## src/rtl/execute_cycle.sv

```systemverilog
// EX stage of the 5-stage RV32I pipeline: operand forwarding, ALU, branch resolution and the
// EX/MEM pipeline register feeding the memory stage.
module execute_cycle #(
  parameter int unsigned DATA_W = 32
) (
  input  logic              clk,
  input  logic              rst,
  input  logic              RegWriteE,
  input  logic              ALUSrcE,
  input  logic              MemWriteE,
  input  logic              ResultSrcE,
  input  logic              BranchE,
  input  logic [2:0]        ALUControlE,
  input  logic [DATA_W-1:0] RD1_E,
  input  logic [DATA_W-1:0] RD2_E,
  input  logic [DATA_W-1:0] Imm_Ext_E,
  input  logic [4:0]        RD_E,
  input  logic [DATA_W-1:0] PCE,
  input  logic [DATA_W-1:0] PCPlus4E,
  input  logic [DATA_W-1:0] ResultW,
  input  logic [1:0]        ForwardA_E,
  input  logic [1:0]        ForwardB_E,
  input  logic              FlushE,
  output logic              PCSrcE,
  output logic [DATA_W-1:0] PCTargetE,
  output logic              RegWriteM,
  output logic              MemWriteM,
  output logic              ResultSrcM,
  output logic [4:0]        RD_M,
  output logic [DATA_W-1:0] PCPlus4M,
  output logic [DATA_W-1:0] WriteDataM,
  output logic [DATA_W-1:0] ALU_ResultM
);

  logic [DATA_W-1:0] src_a;
  logic [DATA_W-1:0] src_b;
  logic [DATA_W-1:0] write_data_e;
  logic [DATA_W-1:0] alu_result;
  logic              zero_e;
  logic              slt_e;

  // Forwarding muxes; 2'b10 takes the previous instruction's registered ALU result.
  always_comb begin
    src_a = RD1_E;
    unique case (ForwardA_E)
      2'b01:   src_a = ResultW;
      2'b10:   src_a = ALU_ResultM;
      default: src_a = RD1_E;
    endcase

    write_data_e = RD2_E;
    unique case (ForwardB_E)
      2'b01:   write_data_e = ResultW;
      2'b10:   write_data_e = ALU_ResultM;
      default: write_data_e = RD2_E;
    endcase

    src_b = ALUSrcE ? Imm_Ext_E : write_data_e;
  end

  // ALU; unused opcodes produce zero, arithmetic wraps.
  always_comb begin
    slt_e      = $signed(src_a) < $signed(src_b);
    alu_result = '0;
    unique case (ALUControlE)
      3'b000:  alu_result = src_a + src_b;
      3'b001:  alu_result = src_a - src_b;
      3'b010:  alu_result = src_a & src_b;
      3'b011:  alu_result = src_a | src_b;
      3'b101:  alu_result = {{(DATA_W-1){1'b0}}, slt_e};
      default: alu_result = '0;
    endcase
  end

  // Branch resolution back to fetch; a squashed instruction never redirects.
  always_comb begin
    zero_e    = (alu_result == '0);
    PCSrcE    = BranchE & zero_e & ~FlushE;
    PCTargetE = PCE + Imm_Ext_E;
  end

  // EX/MEM register: reset beats flush, flush only has to kill the side-effecting controls.
  always_ff @(posedge clk) begin
    if (!rst) begin
      RegWriteM   <= 1'b0;
      MemWriteM   <= 1'b0;
      ResultSrcM  <= 1'b0;
      RD_M        <= '0;
      PCPlus4M    <= '0;
      WriteDataM  <= '0;
      ALU_ResultM <= '0;
    end else begin
      RegWriteM   <= RegWriteE & ~FlushE;
      MemWriteM   <= MemWriteE & ~FlushE;
      ResultSrcM  <= ResultSrcE;
      RD_M        <= RD_E;
      PCPlus4M    <= PCPlus4E;
      WriteDataM  <= write_data_e;
      ALU_ResultM <= alu_result;
    end
  end

endmodule

```

## config.mk

```make
export PLATFORM = sky130hd
export DESIGN_NAME = execute_cycle
export DESIGN_NICKNAME = d
export VERILOG_FILES = /design/src/rtl/execute_cycle.sv
export SDC_FILE = /design/constraint.sdc
export NUM_CORES = 1
export LEC_CHECK = 0
export CORE_ASPECT_RATIO = 2
export CORE_MARGIN = 2
export CORE_UTILIZATION = 43
export DETAILED_ROUTE_END_ITERATION = 8
export GPL_TIMING_DRIVEN = 0
export HOLD_SLACK_MARGIN = 0.02
export PLACE_DENSITY = 0.76
export SLEW_MARGIN = 5
export SYNTH_ARGS = -nofsm -noshare
export SYNTH_HDL_FRONTEND = slang
export SYNTH_SLANG_ARGS = --single-unit
```

## constraint.sdc

```tcl
create_clock -name clk -period 9 [get_ports clk]
set_input_delay 1.8 -clock clk [delete_from_list [all_inputs] [get_ports clk]]
set_output_delay 1.8 -clock clk [all_outputs]
set_load 0.03 [all_outputs]
```

[Word-level counts from Yosys, hierarchy flattened]
Cells that the tools add are included.
Word-level totals
  register bits after elaboration: 104
  input port bits: 212
  output and inout port bits: 137
  word-level logic and storage cells: 32
Cells by class
  add/subtract/negate cells: 3
  order comparisons: 1
  equal/unequal tests: 8
  muxes and demuxes: 4
  bitwise gates (word level): 7
  reductions and logical operators: 2
Operator list (number)
  case mux 32 bit (5 select lines): 1
  case mux 32 bit (2 select lines): 2
  adder 32 bit: 2
  AND 32 bit: 1
  logical NOT 32 bit: 1
  < comparator 32 bit: 1
  2-to-1 mux 32 bit: 1
  OR 32 bit: 1
  subtractor 32 bit: 1
  == test 3 x 2 -> 1 bit (second input constant): 2
  AND 1 bit: 4
  == test 2 x 1 -> 1 bit (second input constant): 2
  == test 2 bit (second input constant): 2
  == test 3 x 1 -> 1 bit (second input constant): 1
  == test 3 bit (second input constant): 1
  logical NOT 3 bit: 1
  inverter 1 bit: 1

[Logic depth before layout (Yosys ltp)]
  depth after elaboration: 8
  mapped depth: 21
  mapped depth without buffers: 21

[Least setup slack after synthesis]
Ideal clock, no wire load.
  kind: input to output
  start point: input port ForwardB_E[0]
  end point: output port PCSrcE
  data arrival time: 6100 ps
  required time: 7200 ps
  path slack: 1100 ps
  stages on the path: 21
  path buffers: 2
  cell sequence: inv_1 ha_1 clkbuf_1 buf_1 nor2_1 a21oi_1 o21a_1 inv_1 fa_1 or2_4 a2111oi_4 o31ai_2 a211o_2 o211ai_4 a31oi_2 a41oi_2 xor2_1 o22ai_1 a31o_1 nor4_1 and4_1
On the way
  longest elaborated chain between the ends: 8
  elaborated cells between the ends (all ways): 13
  classes of those cells: add/sub (2); order compare (1); eq/ne (2); mux (3); bitwise (4); reduce/logical (1)
RTL lines
  start, declared: RTL line 22  | input logic [1:0] ForwardB_E,
  == test 2 bit / == test 2 x 1 -> 1 bit (equally long branches): RTL line 52  | unique case (ForwardB_E)
  case mux 32 bit (2 select lines) *: RTL line 52
  2-to-1 mux 32 bit *: RTL line 58  | src_b = ALUSrcE ? Imm_Ext_E : write_data_e;
  subtractor 32 bit, or another cell as far along: RTL line 67  | 3'b001: alu_result = src_a - src_b;
  case mux 32 bit (5 select lines) *: RTL line 65  | unique case (ALUControlE)
  logical NOT 32 bit *: RTL line 77  | zero_e = (alu_result == '0);
  AND 1 bit * (2 in a row): RTL line 78  | PCSrcE = BranchE & zero_e & ~FlushE;
  end, declared: RTL line 24  | output logic PCSrcE,
Every way passes the cells marked *; elsewhere a longest branch is shown, timed or not.

[Worst setup path in the final report]
  start point: input port ForwardA_E[0]
  end point: output port PCSrcE
On the way
  longest elaborated chain between the ends: 7
  elaborated cells between the ends (all ways): 12
  classes of those cells: add/sub (2); order compare (1); eq/ne (2); mux (2); bitwise (4); reduce/logical (1)
RTL lines
  start, declared: RTL line 21  | input logic [1:0] ForwardA_E,
  == test 2 bit / == test 2 x 1 -> 1 bit (equally long branches): RTL line 45  | unique case (ForwardA_E)
  case mux 32 bit (2 select lines) *: RTL line 45
  subtractor 32 bit, or another cell as far along: RTL line 67
  case mux 32 bit (5 select lines) *: RTL line 65
  logical NOT 32 bit *: RTL line 77
  AND 1 bit * (2 in a row): RTL line 78
Marks and branches as above.

==> impl_metrics.toml <==
[outcome]
status = "completed"

[worst_setup_path]
worstPathMaxFanout = 10
ff2ff_setup_slack_ps = 4170
path_common_cell = "inv_1"
cp_slowest_stage_delay_ps = 580
r2r_end = "ALU_ResultM[0]"
start_kind = "input port"
crit_chain = "clkdlybuf4s50_1 -> inv_1 -> ha_4 -> clkbuf_1 -> o21ai_0 -> ha_1 -> inv_1 -> a21o_1 -> a211o_1 -> nor3b_1 -> nor3_1 -> or2_2 -> a31oi_1 -> mux2i_1 -> and3_1 -> nand4_1 -> nor4_2 -> and4_1 -> buf_6"
cp_slowest_cell = "ha_1"
reg2regPathDepth = 19
cp.arrival_ps = 7120
critPathBufInv = 5
cp-end-kind = "primary output"
crit_family = "simple AND/OR/NAND/NOR gates"
critPathRequiredTime_ps = 7200
criticalPathCategory = "in -> out"
rr_startpoint = "ALU_ResultM[1]"

[hold_path]
whs_path_depth = 4
min_from = "ALU_ResultM[28]"
worstHoldPathType = "reg -> reg"
hold_end = "WriteDataM[28]"

[clocking]
clk_pin_slew_ps = 70
clock-sinks = 104
h-tree-depth = 3
cts_buffer_depth = 2
root_buffer = "clkbuf_16"
cts_buffers = 9
insertion_delay_ps = 380
cts_tree = "yes"

[routing]
wire_per_inst_microns = 25.8
first_pass_iters = 6
postRouteAntennaNets = 0
vias = 13100
drt_iter0_markers = 1079
viasPerCell = 6.03
route.detailed.drc = 0
wirelength_mm = 56.1

[synthesis]
ys.warnings.count = 0
synthDominantCellAreaShare = 0.195
synth_nets = 1826
ys_seq_elements = 104
synth.distinct_cells = 79
syn_avg_cell_area_sq_um = 7.26
ys_async_sr_fraction = 0
seq_area_frac_synth = 0.195
synthFlopType = "dfxtp_1"
yosys-top-cells-count = "nor2_1 (149), ha_1 (143), a21oi_1 (136), nand2_1 (119), o21ai_0 (116)"
synth_edf_count = 0
synthCells = 1468
syn_area_sq_um = 10700
yosysTopAreaCell = "dfxtp_1"
synth_area_leaders = "dfxtp_1 (20%), ha_1 (17%), a21oi_1 (6.4%), o21ai_0 (5.4%), nor2_1 (5.2%)"
synth_most_common_cell = "nor2_1"

[grt]
grtUsageMet2 = 0.711
grt_use_met3 = 0.123
grtUsageTotal = 0.418
grt_first_pass_wirelength_mm = 79.2
grt_pass1_vias = 13000
grt_overflow = 0
met1_usage = 0.372
antenna_found_initial = 8
grt-busiest-layer = "met2"
grt_max_degree = 19

[power]
p_clk_frac = 0.196
p_sw_frac = 0.449
intPower_mw = 1.20
comb_power_share = 0.566
p_switching_mw = 0.980
seqPwrFrac = 0.238
power_density_nw_per_um2 = 144
vdd_drop_max_uv = 101
leakage_nw = 6.28

[job]
maxCapViolations = 0

[floorplanning]
start_util = 0.436
die_w_microns = 115
row_count = 81
die-height_microns = 227
die_area_sq_um = 26100
io_pins = 349
core_area_sq_um = 24400

[timing]
slew_headroom = 0.338
finClkSkew_ps = 6.71
setup_violations = 0
fin_crit_sh = 0.991
timing.fmax_ghz = 0.112
period_needed_ps = 8920
fin_tns_setup_ps = 0
final_hold_viol_count = 0
finalMaxSlewViolations = 0
holdWs_ps = 713
tightest_slew_ps = 993

[layout]
syn2layout_area_growth_pct = 42.2
instances_no_fill = 2174
nets = 2187
register_area_sq_um = 2080
multi_input_area_sq_um = 8040
fillers = 2275
drive_above_1_share = 0.0627

[place]
place_inst = 2145
port_buffers = 345
globalplace.congestion = 1.01
post-dp-hpwl_mm = 45.5
==> per-layer routing <==
layer / wire (microns) / vias up
met5: 5 / -
li1: - / 5939
met4: 6810 / 2
met1: 17100 / 6040
met2: 27100 / 808
met3: 5040 / 313
==> worst reg2reg max path: stages, from the launching register on <==
cell and delay [ps]:
dfxtp_1 390, a22oi_2 370, nor2_1 120, a21oi_2 240, o21a_4 210, inv_2 60
fa_2 430, or2_4 260, a2111oi_4 400, o31ai_2 130, a211o_2 390, o211ai_4 270
a31oi_4 190, a41oi_2 280, or2b_1 260, nand3_1 80, o21ai_1 120, a31oi_2 300
buf_4 160, nor2_1 30
==> cells by family after synthesis <==
logic type / Yosys count / synth area share
AND/OR/NAND/NOR: 463 / 0.207
XOR/XNOR: 49 / 0.0403
flip-flops: 104 / 0.195
adder cells (fa/ha/maj): 146 / 0.174
multiplexers: 9 / 0.00975
AO/OA/AOI/OAI: 505 / 0.306
buffers and inverters: 192 / 0.0681
==> flip-flops by register name, indices dropped and copies added, names as in the netlist <==
signal	count
ALU_ResultM	32
MemWriteM	1
PCPlus4M	32
RD_M	5
RegWriteM	1
ResultSrcM	1
WriteDataM	32
==> cell type report <==
| class | count | area share |
|---|---|---|
| flip-flops and latches | 104 | 0.137 |
| well taps | 332 | 0.0274 |
| repair buffers | 354 | 0.233 |
| clock buffers | 10 | 0.0158 |
| inverters | 107 | 0.0265 |
| diodes | 8 | 0.00132 |
| clock inverters | 6 | 0.00479 |
| multi-input cells | 1172 | 0.530 |
| plain buffers | 81 | 0.0234 |
==> power by group through the flow <==
stage          Clock (mW)  Combinational [mW]  Sequential, mW
3_3_place_gp            0                1.16           0.527
6_report            0.427                1.24           0.520
4_1_cts             0.428                1.19           0.517
3_5_place_dp            0                1.16           0.527
2_1_floorplan           0               0.640           0.583
5_1_grt             0.446                1.31           0.522
==> placed cells by master (no fill, tap or decap), drive strengths merged, types with 23 or more instances in the layout <==
cell type      synthesis  final
nand2                119    119
o21ai                117    117
dfxtp                104    104
a22oi                 66     66
xnor2                 34     34
nor3                  30     30
a21oi                137    137
inv                  107    110
buf                   14     24
nor2b                 23     23
clkdlybuf4s50          0    342
and2                  51     51
o21a                  23     23
ha                   143    143
nor2                 149    149
a211oi                23     23
clkbuf                71     77
==> repair_timing <==
action / in CTS / in global routing
hold buffers: 0 / 0
buffers inserted: 3 / 6
setup endpoints to repair: 1 / 1
gates resized for setup: 66 / 56
pin swaps: 3 / 17
==> stage by stage <==
step	setup WS (ps)	power, mW	util	cell area, sq um
2_1_floorplan	1100	1.22	-	10700
3_3_place_gp	-1430	1.68	0.595	14500
3_5_place_dp	-1470	1.69	0.595	14500
4_1_cts	20.7	2.13	0.613	15000
5_1_grt	-10.2	2.28	0.620	15100
6_report	79.8	2.18	0.620	15200
==> worst max path at each step <==
stage | startpoint | endpoint | cells after the start | slack [ps]
5_1_grt | ForwardA_E[1] | PCSrcE | 20 | -10
3_5_place_dp | ForwardB_E[0] | PCSrcE | 21 | -1470
4_1_cts | ForwardB_E[1] | PCSrcE | 24 | 20
6_report | ForwardA_E[0] | PCSrcE | 19 | 80
2_1_floorplan | ForwardB_E[0] | PCSrcE | 21 | 1100
3_3_place_gp | ForwardB_E[0] | PCSrcE | 21 | -1430
(Power assumes the default switching activity.)
